$ cat config.mk
export PLATFORM = sky130hd
export DESIGN_NAME = wb_initiator_fsm
export DESIGN_NICKNAME = d
export VERILOG_FILES = /design/src/rtl/wb_initiator_fsm.sv
export SDC_FILE = /design/constraint.sdc
export NUM_CORES = 1
export LEC_CHECK = 0
export BUFFER_PORTS_ARGS = -buffer_cell sky130_fd_sc_hd__buf_2
export CORE_AREA = 2 2 100 102
export CTS_CLUSTER_SIZE = 25
export DETAILED_ROUTE_END_ITERATION = 8
export DIE_AREA = 0 0 102 104
export PLACE_DENSITY = 0.91
export SLEW_MARGIN = 30
export SYNTH_ARGS = -nofsm -noshare
export SYNTH_HDL_FRONTEND = slang
export SYNTH_SLANG_ARGS = --single-unit
$ cat constraint.sdc
create_clock -name clk -period 4.4 [get_ports clk]
set_input_delay 0.66 -clock clk [delete_from_list [all_inputs] [get_ports clk]]
set_output_delay 0.66 -clock clk [all_outputs]
set_load 0.05 [all_outputs]
$ cat src/rtl/wb_initiator_fsm.sv
// Wishbone B4 classic single-access initiator: one command in, one cyc/stb cycle on the bus,
// one response out, with an optional bounded wait for ack/err.
module wb_initiator_fsm #(
    parameter int TIMEOUT_CYCLES = 255,
    parameter int CNT_W          = 8
) (
    input  logic        clk,
    input  logic        rst_n,
    input  logic        cmd_valid,
    output logic        cmd_ready,
    input  logic        cmd_we,
    input  logic [31:0] cmd_adr,
    input  logic [31:0] cmd_dat,
    input  logic [3:0]  cmd_sel,
    output logic        rsp_valid,
    input  logic        rsp_ready,
    output logic [31:0] rsp_dat,
    output logic        rsp_err,
    output logic        rsp_timeout,
    output logic        wbm_cyc_o,
    output logic        wbm_stb_o,
    output logic        wbm_we_o,
    output logic [3:0]  wbm_sel_o,
    output logic [31:0] wbm_adr_o,
    output logic [31:0] wbm_dat_o,
    input  logic [31:0] wbm_dat_i,
    input  logic        wbm_ack_i,
    input  logic        wbm_err_i
);

    typedef enum logic [1:0] {IDLE, BUS, RESP} state_t;

    localparam bit               TO_EN    = (TIMEOUT_CYCLES > 0);
    localparam logic [CNT_W-1:0] CNT_LAST = TO_EN ? CNT_W'(TIMEOUT_CYCLES - 1) : '1;

    state_t            state, state_nx;
    logic [CNT_W-1:0]  cnt, cnt_nx;
    logic              cyc_nx, we_nx;
    logic [3:0]        sel_nx;
    logic [31:0]       adr_nx, dat_o_nx;
    logic              rsp_valid_nx, rsp_err_nx, rsp_timeout_nx;
    logic [31:0]       rsp_dat_nx;
    logic              term;

    assign cmd_ready = (state == IDLE);

    always_comb begin
        state_nx       = state;
        cnt_nx         = cnt;
        cyc_nx         = wbm_cyc_o;
        we_nx          = wbm_we_o;
        sel_nx         = wbm_sel_o;
        adr_nx         = wbm_adr_o;
        dat_o_nx       = wbm_dat_o;
        rsp_valid_nx   = rsp_valid;
        rsp_err_nx     = rsp_err;
        rsp_timeout_nx = rsp_timeout;
        rsp_dat_nx     = rsp_dat;
        term           = 1'b0;

        case (state)
            IDLE: begin
                if (cmd_valid) begin
                    cyc_nx   = 1'b1;
                    we_nx    = cmd_we;
                    sel_nx   = cmd_sel;
                    adr_nx   = cmd_adr;
                    dat_o_nx = cmd_we ? cmd_dat : 32'h0;
                    cnt_nx   = '0;
                    state_nx = BUS;
                end
            end
            BUS: begin
                // err has priority over ack; timeout only when the responder is silent
                if (wbm_err_i) begin
                    term           = 1'b1;
                    rsp_err_nx     = 1'b1;
                    rsp_timeout_nx = 1'b0;
                    rsp_dat_nx     = 32'h0;
                end else if (wbm_ack_i) begin
                    term           = 1'b1;
                    rsp_err_nx     = 1'b0;
                    rsp_timeout_nx = 1'b0;
                    rsp_dat_nx     = wbm_we_o ? 32'h0 : wbm_dat_i;
                end else if (TO_EN && (cnt == CNT_LAST)) begin
                    term           = 1'b1;
                    rsp_err_nx     = 1'b1;
                    rsp_timeout_nx = 1'b1;
                    rsp_dat_nx     = 32'h0;
                end else if (cnt != CNT_LAST) begin
                    cnt_nx = cnt + 1'b1;
                end

                if (term) begin
                    cyc_nx       = 1'b0;
                    we_nx        = 1'b0;
                    sel_nx       = 4'h0;
                    adr_nx       = 32'h0;
                    dat_o_nx     = 32'h0;
                    rsp_valid_nx = 1'b1;
                    state_nx     = RESP;
                end
            end
            RESP: begin
                if (rsp_ready) begin
                    rsp_valid_nx = 1'b0;
                    state_nx     = IDLE;
                end
            end
            default: state_nx = IDLE;
        endcase
    end

    always_ff @(posedge clk or negedge rst_n) begin
        if (!rst_n) begin
            state       <= IDLE;
            cnt         <= '0;
            wbm_cyc_o   <= 1'b0;
            wbm_stb_o   <= 1'b0;
            wbm_we_o    <= 1'b0;
            wbm_sel_o   <= 4'h0;
            wbm_adr_o   <= 32'h0;
            wbm_dat_o   <= 32'h0;
            rsp_valid   <= 1'b0;
            rsp_err     <= 1'b0;
            rsp_timeout <= 1'b0;
            rsp_dat     <= 32'h0;
        end else begin
            state       <= state_nx;
            cnt         <= cnt_nx;
            wbm_cyc_o   <= cyc_nx;
            wbm_stb_o   <= cyc_nx;
            wbm_we_o    <= we_nx;
            wbm_sel_o   <= sel_nx;
            wbm_adr_o   <= adr_nx;
            wbm_dat_o   <= dat_o_nx;
            rsp_valid   <= rsp_valid_nx;
            rsp_err     <= rsp_err_nx;
            rsp_timeout <= rsp_timeout_nx;
            rsp_dat     <= rsp_dat_nx;
        end
    end

endmodule

; ---- After elaboration in Yosys (flattened, before gate mapping)
; Cells that the tools add are included.
[totals]
register_bits = 115
latch_bits = 0
ram_bits = 0
mem_bits_ro = 0
inputBits = 107
out_inout_bits = 107
wordCells = 71
mem_count = 0
[classes]
n_addsub = 1
n_mul = 0
div = 0
n_lt_le_gt_ge = 0
n_eq_ne = 11
shift = 0
muxes = 39
bitwise = 0
n_reduce_logical = 9
[ops]
columns = op, count
row1 = $mux W32, 8
row2 = $pmux W32 S2, 2
row3 = $mux W8, 5
row4 = $pmux W8 S2, 1
row5 = $ne A2 B2 Y1 const B, 7
row6 = $mux W1, 13
row7 = $reduce_and A3 Y1, 3
row8 = $add A8 B1 Y8 const B, 1
row9 = $eq A8 B8 Y1 const B, 1
row10 = $mux W4, 2
row11 = $ne A8 B8 Y1 const B, 1
row12 = $pmux W4 S2, 1
row13 = $mux W2, 3
row14 = $pmux W1 S2, 3
row15 = $pmux W2 S3, 1
row16 = $reduce_and A6 Y1, 1
row17 = $reduce_bool A2 Y1, 2
row18 = $reduce_bool A3 Y1, 1
row19 = $eq A2 B1 Y1 const B, 1
row20 = $eq A2 B2 Y1 const B, 1
row21 = $logic_not A2 Y1, 1
row22 = $reduce_and A2 Y1, 1

; ---- Longest topological paths before layout
[logic_depth]
word_depth = 7
mapped_depth = 8
ltp_nobuf = 6

; ---- Worst setup path after synthesis
; OpenSTA, ideal clock, no wires.
[synth_timing]
path_kind = register to register
startpoint = register state[0]
endpoint = register wbm_dat_o[22]
arrival_ns = 1.978
required_time_ns = 4.333
path_slack_ns = 2.355
stages_incl_launch_ff = 7
n_path_buf = 3
period_less_slack_ns = 2.045
cell_sequence = dfrtp_1 -> buf_4 -> nor2_1 -> and3_1 -> clkbuf_1 -> buf_2 -> a22o_1
[synth_via]
elab_chain_len = 3
[synth_rtl]
columns = item, line_no
row1 = from (decl), 36  ; state_t state, state_nx;
row2 = from (signal assigned), 129  ; state <= state_nx;
row3 = $logic_not A2 Y1 (*), n/a
row4 = net cmd_ready, 10  ; output logic cmd_ready,
row5 = $ne A2 B2 Y1 (no source line) or $reduce_bool A2 Y1 (tied branches), n/a
row6 = $reduce_and A3 Y1 (no source line), n/a
row7 = to (signal assigned), 136  ; wbm_dat_o <= dat_o_nx;
row8 = to (decl), 25  ; output logic [31:0] wbm_dat_o,
; Mark *: on every way through the listed nets, which the timed path passes. The rest lies on a longest branch.
; A chain may end at the register's enable or synchronous reset.

; ---- Final worst setup path
[layout_timing]
startpoint = register state[1]
endpoint = register rsp_dat[19]
[layout_via]
elab_chain_len = 2
[layout_rtl]
columns = item, line_no
row1 = $eq A2 B1 Y1, 61  ; case (state)
row2 = $reduce_and A2 Y1 (no source line), n/a
row3 = to (signal assigned), 140  ; rsp_dat <= rsp_dat_nx;
row4 = to (decl), 17  ; output logic [31:0] rsp_dat,
; No other way between the ends.

==> flow_summary.ini <==
[status]
status = finished, final reports clean

[logic_synthesis]
yosys.area_share.adder = 0.005388
synth_area_mm2 = 0.004644
muxShareOfSynthArea = 0
netlist_instances = 448
netlist.area_leader.share = 0.6196
ys_seq_elements = 115
yosys_warnings = 0
mappedNetlistNets = 557
synth_top_area_cell = dfrtp_1
synth_area_leaders = dfrtp_1 62%, o21ai_0 10%, nand2_1 9.0%, a22o_1 6.0%, clkbuf_1 1.5%
synth-edff-count = 0
synth_most_common_cell = dfrtp_1
ys_types = 35
synth-compound-area-share = 0.2115
yosys-top-cells-count = 115 x dfrtp_1, 111 x nand2_1, 97 x o21ai_0, 32 x a22o_1, 18 x clkbuf_1
ys.flop_type = dfrtp_1
ys_seq_area_frac = 0.6196
async_reset_ff_frac = 1.000
synth_top_family_by_area = compound AO/OA/AOI/OAI gates
synthSimpleGateAreaFrac = 0.1202
synth_area_per_cell_um2 = 10.37
synth_xor_area_frac = 0.001886

[route]
vias = 4279
drt_wl_total_mm = 12.85
ant_nets = 0
drt_iter0_drc = 252
routed_via_density = 5.403
drt_pass1_iterations = 5
drc = 0
wl_per_cell_um = 16.22

[place]
finalWeightedCongestion = 0.8137
io_buffers = 213
placed_cells_incl_taps = 762
hpwl_mm = 8.810
place_ws_ns = 1.681

[power_and_ir_drop]
clkPwrFrac = 0.236
p_leak_uw = 0.003297
p_sw_uw = 2846
power_uw = 5771
p_per_area_mw_per_mm2 = 908.6
irDropWorstVdd_mv = 0.5435
seqPwrFrac = 0.298
p_int_uw = 2924
combPwrFrac = 0.466
p_sw_frac = 0.4932

[sta]
hold_viol = 0
setup_ws_ns = 2.052
fin_crit_sh = 0.5337
grt_setup_unrepaired = no
fin_setup_tns_ns = 0
finalSetupViolCount = 0
min_period_ns = 2.348
clock_skew_ns = 0.01454
worst_slew_pin_slew_ns = 0.7299
maxSlewHeadroom = 0.5117
slew_violations = 0
worst_hold_slack_ns = 0.1614
fmax_ghz = 0.4259

[clocking]
cts_resized = 0
clkTransAtPathRegs_ns = 0.06
numCtsBuffers = 17
clockRootBuffer = clkbuf_8
clockBufferDepth = 2
post_cts_buffers = 0
postCtsHoldBufs = 0
cts-htree-levels = 4
cts_tree = done
clock_latency_ns = 0.51
clock-sinks = 115

[floorplan]
io-pin-count = 214
num_rows = 36
die_height_um = 104
start_util = 0.4864
die_w_um = 102
coreArea_mm2 = 0.009549
fp.dieArea_mm2 = 0.01061

[finish]
antennaDiodeCount = 0
final_cells = 792
layout.area.seq_mm2 = 0.002878
final_layout_size_suffix_gt1_frac = 0.3930
syn_to_final_growth_pct = 36.75
nets = 757
multiInputGateArea_mm2 = 0.001598
fillers = 766

[worst_setup_path]
worstPathRequired_ns = 4.74
cpMaxStageDelayCell = nand2b_1
worst_setup_path_end_kind = flip-flop
crit_type = reg -> reg
cp_max_fo = 34
crit_path_start_kind = flip-flop
crit_path_max_incr_delay_ns = 0.58
arrival_ns = 2.69
crit_chain = nand2b_1 -> buf_4 -> nand2b_2 -> o21ai_0

[worst_hold_path]
hold_class = in -> async

[flow_run]
drv_cap = 0

[global_route]
grt_overflow = 0
grt_pass1_vias = 4340
grt_first_pass_wirelength_mm = 20.48
grt_util_all_layers = 0.2447
grt_max_degree = 75
antenna_found_initial = 0
state kept, by name, indices dropped and copies added, names as in the netlist:
register and cells:
rsp_timeout 1, wbm_we_o 1, wbm_dat_o 32, rsp_err 1
rsp_dat 32, rsp_valid 1, state 2, wbm_adr_o 32
wbm_stb_o 1, cnt 8, wbm_sel_o 4
final timing paths:
check / cells after the start / slack [ns] / end / startpoint
setup / recovery: 4 / 2.05 / rsp_dat[19] / state[1]
hold / removal: 1 / 0.16 / rsp_dat[5] / rst_n
setup reg to reg: 4 / 2.05 / rsp_dat[19] / state[1]
hold reg to reg: 1 / 0.50 / rsp_timeout / rsp_timeout
max in group asynchronous: 2 / 3.23 / wbm_adr_o[13] / rst_n
min in group clk: 3 / 0.36 / wbm_adr_o[25] / cmd_adr[25]
cell families after synthesis:
kind of cell	Yosys count
flops	115
simple gates	130
buf+inv	40
xor+xnor	1
fa+ha+maj	2
compound gates	160
layout make-up:
type,count,area share
sequential,115,0.4531
multi-input combinational,293,0.2516
inverter,4,0.002364
clock inverter,10,0.02088
timing repair buffer,217,0.1742
clock buffer,20,0.07171
tap,133,0.02620
layout by cell type, fill, tap and decap left out, drive strengths merged, types with 3 or more instances in the layout:
master and n:
nor2 4, clkbuf 20, clkinvlp 3, bufinv 3
o211ai 4, nand3 3, o31ai 3, o21ai 107
inv 4, a22o 32, clkinv 4, nand2b 4
a21oi 4, nand2 111, dfrtp 115, buf 217
layer usage:
metal / up-vias / part of all wire / global-route usage
li1: 1946 / - / -
met1: 2115 / 0.38 / 0.2856
met2: 192 / 0.52 / 0.4070
met3: 26 / 0.079 / 0.08669
met4: 0 / 0.022 / 0.09905
met5: - / 0 / 0
critical path, delay by kind of cell, from the launching register on:
kind	cells	cell delay, ns
buffers and inverters	1	0.35
flip-flops	1	0.47
AO/OA/AOI/OAI	1	0.21
AND/OR/NAND/NOR	2	1.14
through the flow:
stage / area [um2] / utilization
2_1_floorplan: 4644 / -
6_report: 6351 / 0.6651
4_1_cts: 6344 / 0.6643
3_5_place_dp: 5756 / 0.6027
3_3_place_gp: 5733 / 0.6004
5_1_grt: 6351 / 0.6651
power groups by stage:
stage	sequential (uW)	combinational, uW	clock (uW)
global placement	1700	2620	0
floorplan	3070	668	0
global route	1760	2850	1440
CTS	1720	2700	1380
finish	1720	2690	1360
detailed placement	1720	2690	0
No activity file was read; power rests on OpenSTA's default activity.
